[src/rtl/rmon_stat_updater.sv]
`default_nettype none
// +--------------------------------------------------------------------------+
// | rmon_stat_updater                                                        |
// | RMON counter read-modify-write engine and clear sweep on RAM port-a.     |
// | Revision: 1.0                                                            |
// +--------------------------------------------------------------------------+
module rmon_stat_updater #(
   parameter int BANK_W  = 16,
   parameter int RX_BASE = 0,
   parameter int TX_BASE = 32,
   parameter int AW      = 6,
   parameter int DW      = 32
) (
   input  logic              Clk,
   input  logic              Reset,
   input  logic              Rx_req,
   input  logic [BANK_W-1:0] Rx_inc_vec,
   input  logic [15:0]       Rx_len,
   output logic              Rx_ack,
   input  logic              Tx_req,
   input  logic [BANK_W-1:0] Tx_inc_vec,
   input  logic [15:0]       Tx_len,
   output logic              Tx_ack,
   input  logic              Clr_req,
   output logic              Clr_busy,
   output logic [AW-1:0]     Addra,
   output logic [DW-1:0]     Dina,
   input  logic [DW-1:0]     Douta,
   output logic              Wea
);

   typedef enum logic [2:0] {
      S_IDLE = 3'd0,
      S_RD   = 3'd1,
      S_WR   = 3'd2,
      S_DONE = 3'd3,
      S_CLR  = 3'd4
   } state_t;

   state_t            r_state;
   state_t            w_next;
   logic              r_src_tx;
   logic              r_rr_tx;
   logic              r_clr_pend;
   logic [BANK_W-1:0] r_vec;
   logic [15:0]       r_len;
   logic [AW-1:0]     r_clr_addr;

   logic              w_clr_go;
   logic              w_grant;
   logic              w_grant_tx;
   logic [BANK_W-1:0] w_req_vec;
   logic [BANK_W-1:0] w_vec_rem;
   logic [AW-1:0]     w_idx;
   logic [AW-1:0]     w_base;

   // Round-robin: Tx wins a tie only when the pointer favours it.
   assign w_clr_go   = r_clr_pend || Clr_req;
   assign w_grant    = Rx_req || Tx_req;
   assign w_grant_tx = Tx_req && (!Rx_req || r_rr_tx);
   assign w_req_vec  = w_grant_tx ? Tx_inc_vec : Rx_inc_vec;
   assign w_vec_rem  = r_vec & (r_vec - BANK_W'(1));
   assign w_base     = r_src_tx ? AW'(TX_BASE) : AW'(RX_BASE);

   always_comb begin
      w_idx = '0;
      for (int i = BANK_W - 1; i >= 0; i--) begin
         if (r_vec[i]) w_idx = AW'(i);
      end
   end

   always_ff @(posedge Clk or negedge Reset) begin
      if (!Reset) r_state <= S_IDLE;
      else        r_state <= w_next;
   end

   always_comb begin
      w_next   = r_state;
      Addra    = '0;
      Dina     = '0;
      Wea      = 1'b0;
      Rx_ack   = 1'b0;
      Tx_ack   = 1'b0;
      Clr_busy = 1'b0;
      case (r_state)
         S_IDLE: begin
            if (w_clr_go)     w_next = S_CLR;
            else if (w_grant) w_next = (w_req_vec != '0) ? S_RD : S_DONE;
         end
         S_RD: begin
            Addra  = w_base + w_idx;
            w_next = S_WR;
         end
         S_WR: begin
            // Bit 0 is the octet counter; every other counter is a plain event count.
            Addra  = w_base + w_idx;
            Wea    = 1'b1;
            Dina   = Douta + (r_vec[0] ? DW'(r_len) : DW'(1));
            w_next = (w_vec_rem != '0) ? S_RD : S_DONE;
         end
         S_DONE: begin
            Rx_ack = !r_src_tx;
            Tx_ack = r_src_tx;
            w_next = S_IDLE;
         end
         S_CLR: begin
            Addra    = r_clr_addr;
            Wea      = 1'b1;
            Clr_busy = 1'b1;
            if (r_clr_addr == '1) w_next = S_IDLE;
         end
         default: w_next = S_IDLE;
      endcase
   end

   always_ff @(posedge Clk or negedge Reset) begin
      if (!Reset) begin
         r_src_tx   <= 1'b0;
         r_rr_tx    <= 1'b0;
         r_clr_pend <= 1'b0;
         r_vec      <= '0;
         r_len      <= '0;
         r_clr_addr <= '0;
      end else begin
         case (r_state)
            S_IDLE: begin
               if (w_clr_go) begin
                  r_clr_pend <= 1'b0;
                  r_clr_addr <= '0;
               end else if (w_grant) begin
                  r_src_tx <= w_grant_tx;
                  r_rr_tx  <= !w_grant_tx;
                  r_vec    <= w_req_vec;
                  r_len    <= w_grant_tx ? Tx_len : Rx_len;
               end
            end
            S_RD: begin
               if (Clr_req) r_clr_pend <= 1'b1;
            end
            S_WR: begin
               r_vec <= w_vec_rem;
               if (Clr_req) r_clr_pend <= 1'b1;
            end
            S_DONE: begin
               if (Clr_req) r_clr_pend <= 1'b1;
            end
            S_CLR: begin
               r_clr_addr <= r_clr_addr + AW'(1);
            end
            default: ;
         endcase
      end
   end

endmodule
`default_nettype wire

[config.mk]
export PLATFORM = sky130hd
export DESIGN_NAME = rmon_stat_updater
export DESIGN_NICKNAME = d
export VERILOG_FILES = /design/src/rtl/rmon_stat_updater.sv
export SDC_FILE = /design/constraint.sdc
export NUM_CORES = 1
export LEC_CHECK = 0
export ABC_CLOCK_PERIOD_IN_PS = 3100
export CAP_MARGIN = 20
export CORE_MARGIN = 4
export CORE_UTILIZATION = 35
export DETAILED_ROUTE_END_ITERATION = 8
export GPL_TIMING_DRIVEN = 0
export HOLD_SLACK_MARGIN = 0.06
export PLACE_DENSITY = 0.67
export SLEW_MARGIN = 15
export SYNTH_ARGS = -nofsm -noshare
export SYNTH_HDL_FRONTEND = slang
export SYNTH_SLANG_ARGS = --single-unit
[constraint.sdc]
create_clock -name Clk -period 3.1 [get_ports Clk]
set_clock_uncertainty 0.05 [all_clocks]
set_input_delay 0.465 -clock Clk [delete_from_list [all_inputs] [get_ports Clk]]
set_output_delay 0.465 -clock Clk [all_outputs]
set_load 0.02 [all_outputs]
==> results_dict.tcl <==
set metrics [dict create \
    status "complete, but fails checks" \
    failing_checks "negative setup slack" \
    cp_data_arrival_time_ns 3.06 \
    final_design_area_no_fill_mm2 0.00683 \
    path_cells "buf_8, nand2b_4, ha_4, fa_2, a21o_4, a311oi_4, or3_4, o211ai_1, buf_4, buf_4, a31o_2, a21oi_4, buf_6" \
    worstHoldPathType "reg2reg" \
    rows 39 \
    max-cap-violations 0 \
    cellPowerDensity_mw_per_mm2 558 \
    die_width_um 116 \
    flow.area_growth_from_synthesis_pct 68.8 \
    core_area_mm2 0.0114 \
    fp.dieArea_mm2 0.0133 \
    io_buffer_count 142 \
    layout-drive-gt1-share 0.256 \
    final_weighted_congestion_in_routability_driven_placement 0.917 \
    cts_root_buffer "sky130_fd_sc_hd__clkbuf_16" \
    dp_hpwl_um 11700 \
    finalWorstPathRequiredPeriod_ns 3.58 \
    post_synth_edffs 0 \
    grt_setup_unrepaired "true" \
    timing.fmax_mhz 279 \
    post_synth_num_cell_types 62 \
    floorplan.io_pins 143 \
    first_iter_violations 431 \
    htree_num_levels 2 \
    cts-buffers-inserted 5 \
    via_count 4948 \
    drc 0 \
    timing.critical_path.fanout_max 6 \
    critical_path.top_delay_family "compound AO/OA/AOI/OAI gates" \
    syn_area_mm2 0.00405 \
    detail_route.vias_per_cell 5.77 \
    leakagePower_nw 2.71 \
    floorplan.die.height_um 116 \
    end_kind "primary output" \
    first_global_vias 4749 \
    place_area_mm2 0.00583 \
    gr-usage-all-layers 0.227 \
    drt_first_pass_iters 5 \
    worst_pin_slew_ns 0.687 \
    syn_area_per_cell_um2 7.64 \
    async_flop_share 1.00 \
    maximum_number_of_pins_on_one_net_before_global_route_repair 34 \
    mappedNetlistNets 649 \
    ys_ff_latch 44 \
    final.period_utilization 1.15 \
    avg_wl_per_cell_um 19.1 \
    totalNegativeSetupSlack_ns -7.62 \
    wl_um 16300 \
    number_of_antenna_violations_at_the_first_check_in_global_routing 0 \
    initial_utilization 0.356 \
    num_antenna_cells 0 \
    fin_ws_ns -0.478 \
    grt_pass1_wl_um 24200 \
    timing.final.max_slew_violations 0 \
    clkSinkCount 44 \
    worst_path_max_delay_cell "sky130_fd_sc_hd__dfrtp_2" \
    synth_top_flop_cell "sky130_fd_sc_hd__dfrtp_1" \
    vdd.ir_drop.worst_v 0.000378 \
    hold_viol_final 0 \
    cts_tree "built" \
    cts.path.max_buffers 2 \
    worstSetupStartpointType "register" \
    critical-path-max-stage-delay_ns 0.42 \
    timing.critical_path.mode_cell "sky130_fd_sc_hd__buf_4" \
    syn_inst 530 \
    clkTransAtPathRegs_ns 0.07 \
    ys_seq_area_frac 0.272 \
    worstPathRequired_ns 2.58 \
    synthesis.yosys.warnings 0 \
    cp.buffers_inverters 4 \
    slew_headroom 0.542 \
    setup_violations 24 \
    clock_insertion_delay_worst_skew_ns 0.29 \
    nets 833 \
    antenna_violating_nets_post_route 0 \
    power.total_mw 3.81 \
    grt.overflow.total 0 \
    criticalPathCategory "reg2out" \
]
==> logic make-up (layout without fill, tap and decap cells) <==
logic type	Yosys count	count (layout)	share of synthesized area
DFF	44	44	0.272
and+or+nand+nor	207	207	0.258
adders and majority gates	19	19	0.0600
AOI/OAI and AO/OA	184	185	0.292
xor gates and xnor gates	12	12	0.0260
muxes	19	19	0.0476
buffers and inverters	45	229	0.0436
==> repair_timing <==
item                       CTS  global route
setup buffers               18            16
pin swaps                   20            33
hold endpoints to repair    11             0
gates resized for setup    185            83
setup endpoints to repair   32            33
gates cloned                 1             2
hold buffers                 1             0
==> final timing paths <==
| check | from | end | slack (ns) | cells past startpoint |
|---|---|---|---|---|
| worst max-delay path | r_vec[0] | Dina[30] | -0.48 | 13 |
| worst min-delay path | r_len[12] | r_len[12] | 0.43 | 2 |
| worst max register to register | r_state[1] | r_vec[0] | 0.60 | 7 |
| worst min register to register | r_len[12] | r_len[12] | 0.43 | 2 |
| max in group asynchronous | Reset | r_clr_addr[4] | 1.99 | 3 |
| min in group asynchronous | Reset | r_vec[13] | 0.54 | 2 |
==> final cells by class <==
class,count,area (µm²)
tap,143,179
sequential,44,1100
timing repair buffer,179,1780
clock inverter,3,46.3
fill,1035,4540
inverter,16,60.1
clock buffer,5,125
buffer,26,149
multi-input combinational,442,3400
==> registers in the layout, summed over array words and instances (netlist names) <==
signal,cells
r_rr_tx,1
r_len,16
r_state,3
r_clr_addr,6
r_clr_pend,1
r_src_tx,1
r_vec,16
==> routing by layer <==
metal  vias up  GRT usage  wire length (µm)
li1       2349          -                 -
met3        21     0.0324              1040
met4         0     0.0563               323
met5         -          0                 0
met1      2390      0.293              6660
met2       188      0.400              8320
==> report_power, final <==
group          total, mW  internal, mW  switching, mW  leakage (nW)
Combinational       2.16          1.07           1.09          2.07
Clock              0.620         0.383          0.237        0.0804
Sequential          1.03         0.788          0.243         0.563
Total               3.81          2.24           1.57          2.71
==> cell usage in the layout (no fill, tap or decap), types with 11 or more instances in the layout <==
cell	Yosys	final
sky130_fd_sc_hd__and2_1	20	11
sky130_fd_sc_hd__clkbuf_1	24	16
sky130_fd_sc_hd__a21oi_1	43	24
sky130_fd_sc_hd__mux2i_1	17	15
sky130_fd_sc_hd__inv_1	15	15
sky130_fd_sc_hd__o21ai_0	62	54
sky130_fd_sc_hd__buf_6	0	22
sky130_fd_sc_hd__clkdlybuf4s50_1	0	109
sky130_fd_sc_hd__nand2_1	57	53
sky130_fd_sc_hd__a21oi_2	0	12
sky130_fd_sc_hd__buf_4	2	35
sky130_fd_sc_hd__a22oi_1	17	17
sky130_fd_sc_hd__dfrtp_1	44	43
sky130_fd_sc_hd__ha_4	0	13
sky130_fd_sc_hd__nor2_1	42	39
sky130_fd_sc_hd__nand3_1	16	12
==> metrics by stage <==
step | util | instances | setup slack, ns | hold WS, ns
global placement | 0.511 | 815 | -1.20 | 0.410
CTS | 0.555 | 843 | -0.429 | 0.430
detailed placement | 0.513 | 816 | -1.21 | 0.316
finish | 0.601 | 858 | -0.478 | 0.426
floorplan | - | 530 | -0.0373 | 0.119
global route | 0.601 | 858 | -0.563 | 0.456
==> synthesized netlist by cell type, drive strengths merged (2+ instances only) <==
| cell type | number | area share |
|---|---|---|
| inv | 16 | 0.015 |
| o21a | 5 | 0.0093 |
| xnor2 | 8 | 0.017 |
| nand4b | 4 | 0.0087 |
| o21ai | 63 | 0.078 |
| nor2 | 42 | 0.039 |
| nand4 | 6 | 0.0093 |
| nor3b | 2 | 0.0037 |
| o211a | 2 | 0.0068 |
| a21oi | 43 | 0.053 |
| nor4 | 12 | 0.020 |
| dfrtp | 44 | 0.27 |
| nor3 | 15 | 0.019 |
| a21o | 5 | 0.013 |
| a32o | 3 | 0.0074 |
| or4 | 3 | 0.0056 |
| a41o | 2 | 0.0049 |
| clkbuf | 24 | 0.022 |
| xor2 | 4 | 0.0087 |
| buf | 5 | 0.0065 |
| a22o | 2 | 0.0043 |
| o22ai | 3 | 0.0046 |
| or3 | 7 | 0.012 |
| nand2 | 57 | 0.053 |
| mux2 | 2 | 0.0056 |
| ha | 17 | 0.053 |
| a22oi | 17 | 0.032 |
| and3 | 11 | 0.017 |
| mux2i | 17 | 0.042 |
| nand2b | 5 | 0.0077 |
| a31o | 7 | 0.015 |
| o31ai | 4 | 0.0074 |
| a21boi | 4 | 0.0074 |
| nand3 | 16 | 0.020 |
| nor2b | 2 | 0.0031 |
| a31oi | 7 | 0.011 |
| and2 | 20 | 0.031 |
| o211ai | 8 | 0.015 |
==> tightest hold or removal path, delay by kind of cell, from the launching register on <==
kind | cells | cell delay [ns]
and+or+nand+nor | 1 | 0.04
DFF | 1 | 0.34
AOI/OAI and AO/OA | 1 | 0.06
Power figures use the tool's default switching activity.
